==> src/rtl/sr_latch_bank_ctrl.sv <==
// Round-robin sequencer for a bank of 2**IDX_W gated SR latches, with a registered shadow of the latch states.
// Optional macro SR_CONFLICT_CHECK_EN: s=r=1 commands are rejected and flagged on a sticky err output.
module sr_latch_bank_ctrl #(
    parameter int N_REQ     = 4,
    parameter int IDX_W     = 2,
    parameter int EN_CYCLES = 2
) (
    input  logic                     clk,
    input  logic                     rst,
    input  logic [N_REQ-1:0]         req,
    input  logic [N_REQ-1:0]         cmd_s,
    input  logic [N_REQ-1:0]         cmd_r,
    input  logic [N_REQ*IDX_W-1:0]   cmd_idx,
    output logic [N_REQ-1:0]         ack,
    output logic                     busy,
    output logic                     lat_s,
    output logic                     lat_r,
    output logic [(2**IDX_W)-1:0]    lat_e,
    output logic [(2**IDX_W)-1:0]    flags
`ifdef SR_CONFLICT_CHECK_EN
    ,
    output logic                     err
`endif
);
    localparam int N_FLAGS = 2**IDX_W;
    localparam int PTR_W   = $clog2(N_REQ);

    typedef enum logic [2:0] {IDLE, SETUP, PULSE, HOLD, ACK} state_t;

    state_t             state_q, state_d;
    logic [3:0]         cnt_q, cnt_d;
    logic [PTR_W-1:0]   ptr_q, ptr_d;
    logic [PTR_W-1:0]   gnt_q, gnt_d;
    logic               s_q, s_d;
    logic               r_q, r_d;
    logic [IDX_W-1:0]   idx_q, idx_d;
    logic [N_FLAGS-1:0] flags_q, flags_d;
`ifdef SR_CONFLICT_CHECK_EN
    logic               err_q, err_d;
`endif

    logic [N_REQ-1:0]   rot;
    logic [PTR_W:0]     sum;
    logic [PTR_W-1:0]   sel;
    logic               found;
    logic               sel_s, sel_r;
    logic [IDX_W-1:0]   sel_idx;

    // Rotate requests so bit 0 is the pointer; the lowest set bit wins.
    always_comb begin
        rot   = N_REQ'({req, req} >> ptr_q);
        found = |req;
        sum   = '0;
        sel   = ptr_q;
        for (int k = N_REQ - 1; k >= 0; k--) begin
            if (rot[k]) begin
                sum = {1'b0, ptr_q} + (PTR_W+1)'(k);
                if (sum >= (PTR_W+1)'(N_REQ)) begin
                    sum = sum - (PTR_W+1)'(N_REQ);
                end
                sel = sum[PTR_W-1:0];
            end
        end
        sel_s   = 1'b0;
        sel_r   = 1'b0;
        sel_idx = '0;
        for (int i = 0; i < N_REQ; i++) begin
            if (sel == PTR_W'(i)) begin
                sel_s   = cmd_s[i];
                sel_r   = cmd_r[i];
                sel_idx = cmd_idx[i*IDX_W +: IDX_W];
            end
        end
    end

    always_comb begin
        state_d = state_q;
        cnt_d   = cnt_q;
        ptr_d   = ptr_q;
        gnt_d   = gnt_q;
        s_d     = s_q;
        r_d     = r_q;
        idx_d   = idx_q;
        flags_d = flags_q;
`ifdef SR_CONFLICT_CHECK_EN
        err_d   = err_q;
`endif
        case (state_q)
            IDLE: begin
                if (found) begin
                    gnt_d   = sel;
                    s_d     = sel_s;
                    r_d     = sel_r;
                    idx_d   = sel_idx;
                    state_d = SETUP;
`ifdef SR_CONFLICT_CHECK_EN
                    if (sel_s && sel_r) begin
                        state_d = ACK;
                        err_d   = 1'b1;
                    end
`endif
                end
            end
            SETUP: begin
                cnt_d   = 4'(EN_CYCLES - 1);
                state_d = PULSE;
            end
            PULSE: begin
                if (cnt_q == 4'd0) begin
                    state_d = HOLD;
                end else begin
                    cnt_d = cnt_q - 4'd1;
                end
            end
            HOLD: begin
                // Set-dominant: s wins, r clears, 00 leaves the shadow alone.
                for (int i = 0; i < N_FLAGS; i++) begin
                    if (idx_q == IDX_W'(i)) begin
                        flags_d[i] = s_q | (flags_q[i] & ~r_q);
                    end
                end
                state_d = ACK;
            end
            ACK: begin
                ptr_d   = (gnt_q == PTR_W'(N_REQ - 1)) ? '0 : gnt_q + PTR_W'(1);
                state_d = IDLE;
            end
            default: state_d = IDLE;
        endcase
    end

    always_comb begin
        ack   = '0;
        lat_e = '0;
        lat_s = 1'b0;
        lat_r = 1'b0;
        busy  = (state_q != IDLE);
        if (state_q == SETUP || state_q == PULSE || state_q == HOLD) begin
            lat_s = s_q;
            lat_r = r_q;
        end
        for (int i = 0; i < N_REQ; i++) begin
            ack[i] = (state_q == ACK) && (gnt_q == PTR_W'(i));
        end
        for (int i = 0; i < N_FLAGS; i++) begin
            lat_e[i] = (state_q == PULSE) && (idx_q == IDX_W'(i));
        end
        flags = flags_q;
    end

`ifdef SR_CONFLICT_CHECK_EN
    assign err = err_q;
`endif

    always_ff @(posedge clk or posedge rst) begin
        if (rst) begin
            state_q <= IDLE;
            cnt_q   <= '0;
            ptr_q   <= '0;
            flags_q <= '0;
`ifdef SR_CONFLICT_CHECK_EN
            err_q   <= 1'b0;
`endif
        end else begin
            state_q <= state_d;
            cnt_q   <= cnt_d;
            ptr_q   <= ptr_d;
            flags_q <= flags_d;
`ifdef SR_CONFLICT_CHECK_EN
            err_q   <= err_d;
`endif
        end
    end

    // Captured command is only observed while the FSM is busy, so it needs no reset.
    always_ff @(posedge clk) begin
        gnt_q <= gnt_d;
        s_q   <= s_d;
        r_q   <= r_d;
        idx_q <= idx_d;
    end

endmodule

==> config.mk <==
export PLATFORM = sky130hd
export DESIGN_NAME = sr_latch_bank_ctrl
export DESIGN_NICKNAME = d
export VERILOG_FILES = /design/src/rtl/sr_latch_bank_ctrl.sv
export SDC_FILE = /design/constraint.sdc
export NUM_CORES = 1
export LEC_CHECK = 0
export CAP_MARGIN = 20
export CORE_MARGIN = 8
export CORE_UTILIZATION = 41
export CTS_CLUSTER_SIZE = 40
export DETAILED_ROUTE_END_ITERATION = 10
export HOLD_SLACK_MARGIN = 0.08
export PLACE_DENSITY = 0.8
export REMOVE_ABC_BUFFERS = 1
export SKIP_LAST_GASP = 1
export SLEW_MARGIN = 10
export SYNTH_ARGS = -nofsm -noshare
export SYNTH_HDL_FRONTEND = slang
export SYNTH_SLANG_ARGS = --single-unit
==> constraint.sdc <==
create_clock -name clk -period 1.6 [get_ports clk]
set_clock_uncertainty 0.15 [all_clocks]
set_input_delay 0.24 -clock clk [delete_from_list [all_inputs] [get_ports clk]]
set_output_delay 0.24 -clock clk [all_outputs]
set_load 0.05 [all_outputs]
## Word-level counts from Yosys, hierarchy flattened

Index checks and enable logic that the tools add are counted.

- Register bits: 19
- Word-level logic and storage cells: 103
- Input bits: 22
- Output and inout port bits: 15

- Shifts and indexed selects: 1
- Mux-type cells: 28
- Add/sub/neg operators: 9
- $lt $le $gt $ge: 4
- Equality and inequality tests: 16
- Bitwise gates (word level): 9
- Reduce and logical (&&, ||, !) cells: 25

Operator list:

| kind | count |
|---|---|
| 2-bit two-way mux | 13 |
| 2-bit AND reduction | 7 |
| 2-bit == test (second input constant) | 6 |
| 3-bit one-hot mux with 4 select lines | 1 |
| 1-bit two-way mux | 10 |
| 3-bit greater-or-equal comparator (second input constant) | 3 |
| 1-bit logical AND | 8 |
| 4-bit one-hot mux with 2 select lines | 1 |
| 8-bit by 2-bit right shift with 4-bit output | 1 |
| 2-bit by 1-bit subtractor with 2-bit output (second input constant) | 4 |
| 2-bit by 2-bit adder with 3-bit output (second input constant) | 2 |
| 2-bit by 1-bit == test with 1-bit output (second input constant) | 3 |
| 3-bit by 2-bit == test with 1-bit output (second input constant) | 2 |
| 2-bit logical NOT | 3 |
| 3-bit two-way mux | 2 |
| 2-bit inequality test (second input constant) | 3 |
| 1-bit AND | 4 |
| 4-bit logical NOT | 1 |
| 4-bit two-way mux | 1 |
| 1-bit OR | 4 |
| 4-bit OR reduction | 1 |
| 4-bit by 1-bit subtractor with 4-bit output (second input constant) | 1 |
| 2-bit by 1-bit adder with 3-bit output (second input constant) | 1 |
| 3-bit by 1-bit == test with 1-bit output (second input constant) | 1 |
| other kinds (8) | 9 |

## Depth between registers and ports, before layout

- Word-level depth: 12
- Gate-level depth with buffers: 6
- Mapped depth without buffers: 6

## Worst setup path before layout

Ideal clock, no wire load.

- Kind: register to output
- Start point: register state_q[0]
- End point: output port lat_e[0]
- Stages on the path, launching flop included: 4
- Path slack: -0.747 ns
- Data arrival time: 1.957 ns
- Path buffers: 1
- Required time: 1.210 ns
- Cells stage by stage: dfrtp_1 -> or3b_1 -> buf_2 -> nor3_1

- Longest elaborated chain between the ends: 2

RTL lines:

| what | line | source |
|---|---|---|
| from (decl) | 30 | `state_t state_q, state_d;` |
| from (signal assigned) | 165 | `state_q <= state_d;` |
| 3-bit by 2-bit == test with 1-bit output | 146 | `lat_e[i] = (state_q == PULSE) && (idx_q == IDX_W'(i));` |
| 1-bit logical AND | 146 |  |
| to (decl) | 18 | `output logic [(2**IDX_W)-1:0] lat_e,` |

Every way passes these cells.

## Final worst setup path

Same ends and word-level chain as after synthesis.

==> run_results.csv <==
group,metric,value,unit
timing,setup_viol_count_final,29,
floorplan,start_util,42.43,%
finish,nets,218,
drt,via_per_inst,5.273,
placed_design,hpwl,2429,µm
placed_design,place_ws,-536.0,ps
pwr,p_clk_share,5.9,%
timing,setup_ws,-419.0,ps
run,max_cap_violations,0,
clocking,clock_latency,310,ps
timing,drv_slew,0,
finish,areaGrowthSynthToFinish,86.83,%
critical_path,crit_path_max_fanout,5,
pwr,vdd_ir_drop_max,0.001758,V
floorplan,fp.dieH,68.96,µm
floorplan,die_x,68.96,µm
pwr,seqPwrFrac,23.6,%
pwr,power_density,2021,nW/µm²
yosys,syn-cell-area,1150,µm²
global_route,grt_max_degree,14,
hold_path,hold_class,"input pin to async pin",
yosys,syn_area_per_cell,9.999,µm²
yosys,ys_top_cells_by_area,"dfrtp_1 28%, edfxtp_1 16%, mux2i_1 10%, ha_1 6.5%, nor2_1 4.6%",
finish,drive_above_1_share,45.50,%
global_route,grt_pass1_vias,1211,
pwr,p_sw_share,44.34,%
drt,drc,0,
yosys,ys_seq_area_share,43.96,%
critical_path,critical_path_class,"register to output pin",
pwr,share_comb_of_total_power,70.5,%
clocking,htreeDepth,1,
global_route,antenna_found_initial,0,
drt,drt_iter0_drc,40,
drt,finalWirelength,3760,µm
finish,final_cell_mix,"30 x buf_4, 20 x clkdlybuf4s50_1, 14 x buf_12, 12 x mux2i_1, 10 x dfrtp_1",
pwr,p_sw,1.925,mW
floorplan,core,2710,µm²
yosys,yosysUniqueCellTypes,30,
yosys,synth_top_area_share,28.29,%
drt,dr.pass1.iters,4,
yosys,post-synth-top-area-cell,"dfrtp_1",
placed_design,globalplace.congestion,0.7718,
critical_path,worst_setup_path_start_kind,"register",
drt,postRouteAntennaNets,0,
yosys,synth.ff_latch_count,19,
drt,vias,1160,
finish,antennaDiodeCount,0,
pwr,p_int,2.417,mW
timing,rsz0062_at_grt,"yes",
pwr,leakage,0.9404,nW
global_route,grt_pass1_wl,5409,µm
run_status,status,"finished, violations left",
clocking,clock_sinks,19,
critical_path,required,1210,ps
run_status,violations,"negative setup slack",
pwr,power,4.341,mW
clocking,clk_pin_slew,110,ps
clocking,cts_tree,"yes",
timing,fin_crit_sh,126.2,%
timing,tightest_slew,507.1,ps
drt,routedWlPerCell,17.09,µm
timing,fin_crit,2019,ps
global_route,track_usage,14.94,%
clocking,numCtsBuffers,3,
critical_path,critPathArrivalTime,1630,ps
timing,fmax,495.3,MHz
clocking,ctsLongestPathBuffers,2,
timing,finalHoldViolCount,0,
clocking,holdBufCountCts,0,
clocking,clockRootBuffer,"clkbuf_4",
global_route,overflow,0,
finish,final_common_cell,"buf_4",
yosys,syn_inst,115,
timing,relSlewSlack,66.16,%
placed_design,portBuffers,36,
yosys,ys_warn_count,0,
floorplan,num_rows,19,
critical_path,end_kind,"output pin",
floorplan,die-area,4755,µm²
floorplan,io_pins,37,
-- cell type report --
type | count | area, µm²
Clock buffer | 4 | 26.28
Fill cell | 143 | 561.8
Inverter | 7 | 26.28
Multi-Input combinational cell | 85 | 724.4
Sequential cell | 19 | 509.2
Tap cell | 31 | 38.79
Timing Repair Buffer | 74 | 823.3
-- logic make-up (layout without fill, tap and decap cells) --
family / count (synthesis) / count (layout) / synth area share [%]
AO/OA/AOI/OAI: 22 / 22 / 12.40
XOR/XNOR: 3 / 3 / 2.286
adder cells (fa/ha/maj): 6 / 6 / 6.529
buffers and inverters: 11 / 85 / 3.809
flip-flops: 19 / 19 / 43.96
multiplexers: 13 / 13 / 11.43
AND/OR/NAND/NOR: 41 / 41 / 19.59
-- routing by layer --
layer	track usage (%)	vias up	wire length [µm]
li1	-	557	-
met1	15.82	546	1430
met2	26.58	48	2004
met3	5.008	9	254
met4	6.015	0	70
met5	0	-	0
-- flip-flops by register name, summed over array words and instances (netlist names) --
| register | flops |
|---|---|
| state_q | 3 |
| r_q | 1 |
| s_q | 1 |
| ptr_q | 2 |
| flags | 4 |
| cnt_q | 4 |
| idx_q | 2 |
| gnt_q | 2 |
-- power by group through the flow --
stage	Clock (mW)	Combinational, mW	Sequential, mW
2_1_floorplan	0	1.04	1.12
3_3_place_gp	0	2.16	0.994
3_5_place_dp	0	2.24	1.01
4_1_cts	0.248	2.62	1.01
5_1_grt	0.272	3.20	1.05
6_report	0.255	3.06	1.02
-- metrics by stage --
| step | TNS [ps] | instances | area, µm² | utilization, % | hold WS (ps) |
|---|---|---|---|---|---|
| final | -6487 | 220 | 2148 | 79.27 | 110.0 |
| after global routing | -8012 | 220 | 2148 | 79.27 | 161.1 |
| after CTS | -4566 | 209 | 2004 | 73.96 | 147.8 |
| after detailed placement | -5914 | 197 | 1812 | 66.85 | 401.5 |
| after global placement | -4835 | 197 | 1812 | 66.85 | 364.6 |
| after floorplan | -8583 | 111 | 1132 | - | -33.04 |
-- worst max-delay path: stages (launching register included) --
cell     delay, ps
dfrtp_2        450
or3b_4         450
nor3_2         130
buf_4          150
buf_12         130
-- synthesized netlist by cell type, drive strengths merged --
| cell type | count |
|---|---|
| a2111oi | 1 |
| xnor2 | 2 |
| and3 | 4 |
| nand2b | 3 |
| o221a | 1 |
| mux2 | 1 |
| nor3 | 2 |
| ha | 6 |
| edfxtp | 6 |
| inv | 7 |
| mux2i | 12 |
| dfrtp | 13 |
| o31ai | 5 |
| nor2b | 3 |
| nand3b | 1 |
| a21o | 1 |
| nor2 | 14 |
| or3 | 1 |
| o21ai | 9 |
| nand3 | 1 |
| buf | 2 |
| or3b | 1 |
| nand2 | 6 |
| nor4 | 3 |
| clkbuf | 2 |
| xor2 | 1 |
| a21oi | 5 |
| nor3b | 2 |
-- timing repair --
action | CTS | global route
gates cloned | 0 | 1
setup endpoints to repair | 27 | 29
pin swaps | 8 | 7
gates resized for setup | 27 | 22
setup buffers | 9 | 12
-- worst paths after layout --
| check | startpoint | end | slack, ps | depth (start not counted) |
|---|---|---|---|---|
| hold reg to reg | gnt_q[0]$_DFFE_PP_ | ptr_q[0]$_DFFE_PP0P_ | 410 | 1 |
| setup / recovery | state_q[0]$_DFFE_PP0P_ | lat_e[0] | -420 | 4 |
| setup reg to reg | state_q[0]$_DFFE_PP0P_ | cnt_q[3]$_DFFE_PP0P_ | -270 | 6 |
| hold / removal | rst | flags[1]$_DFFE_PP0P_ | 110 | 2 |
| min in group clk | gnt_q[0]$_DFFE_PP_ | ptr_q[0]$_DFFE_PP0P_ | 410 | 1 |
| max in group asynchronous | rst | state_q[0]$_DFFE_PP0P_ | 820 | 2 |
No activity file was read; power rests on OpenSTA's default activity.
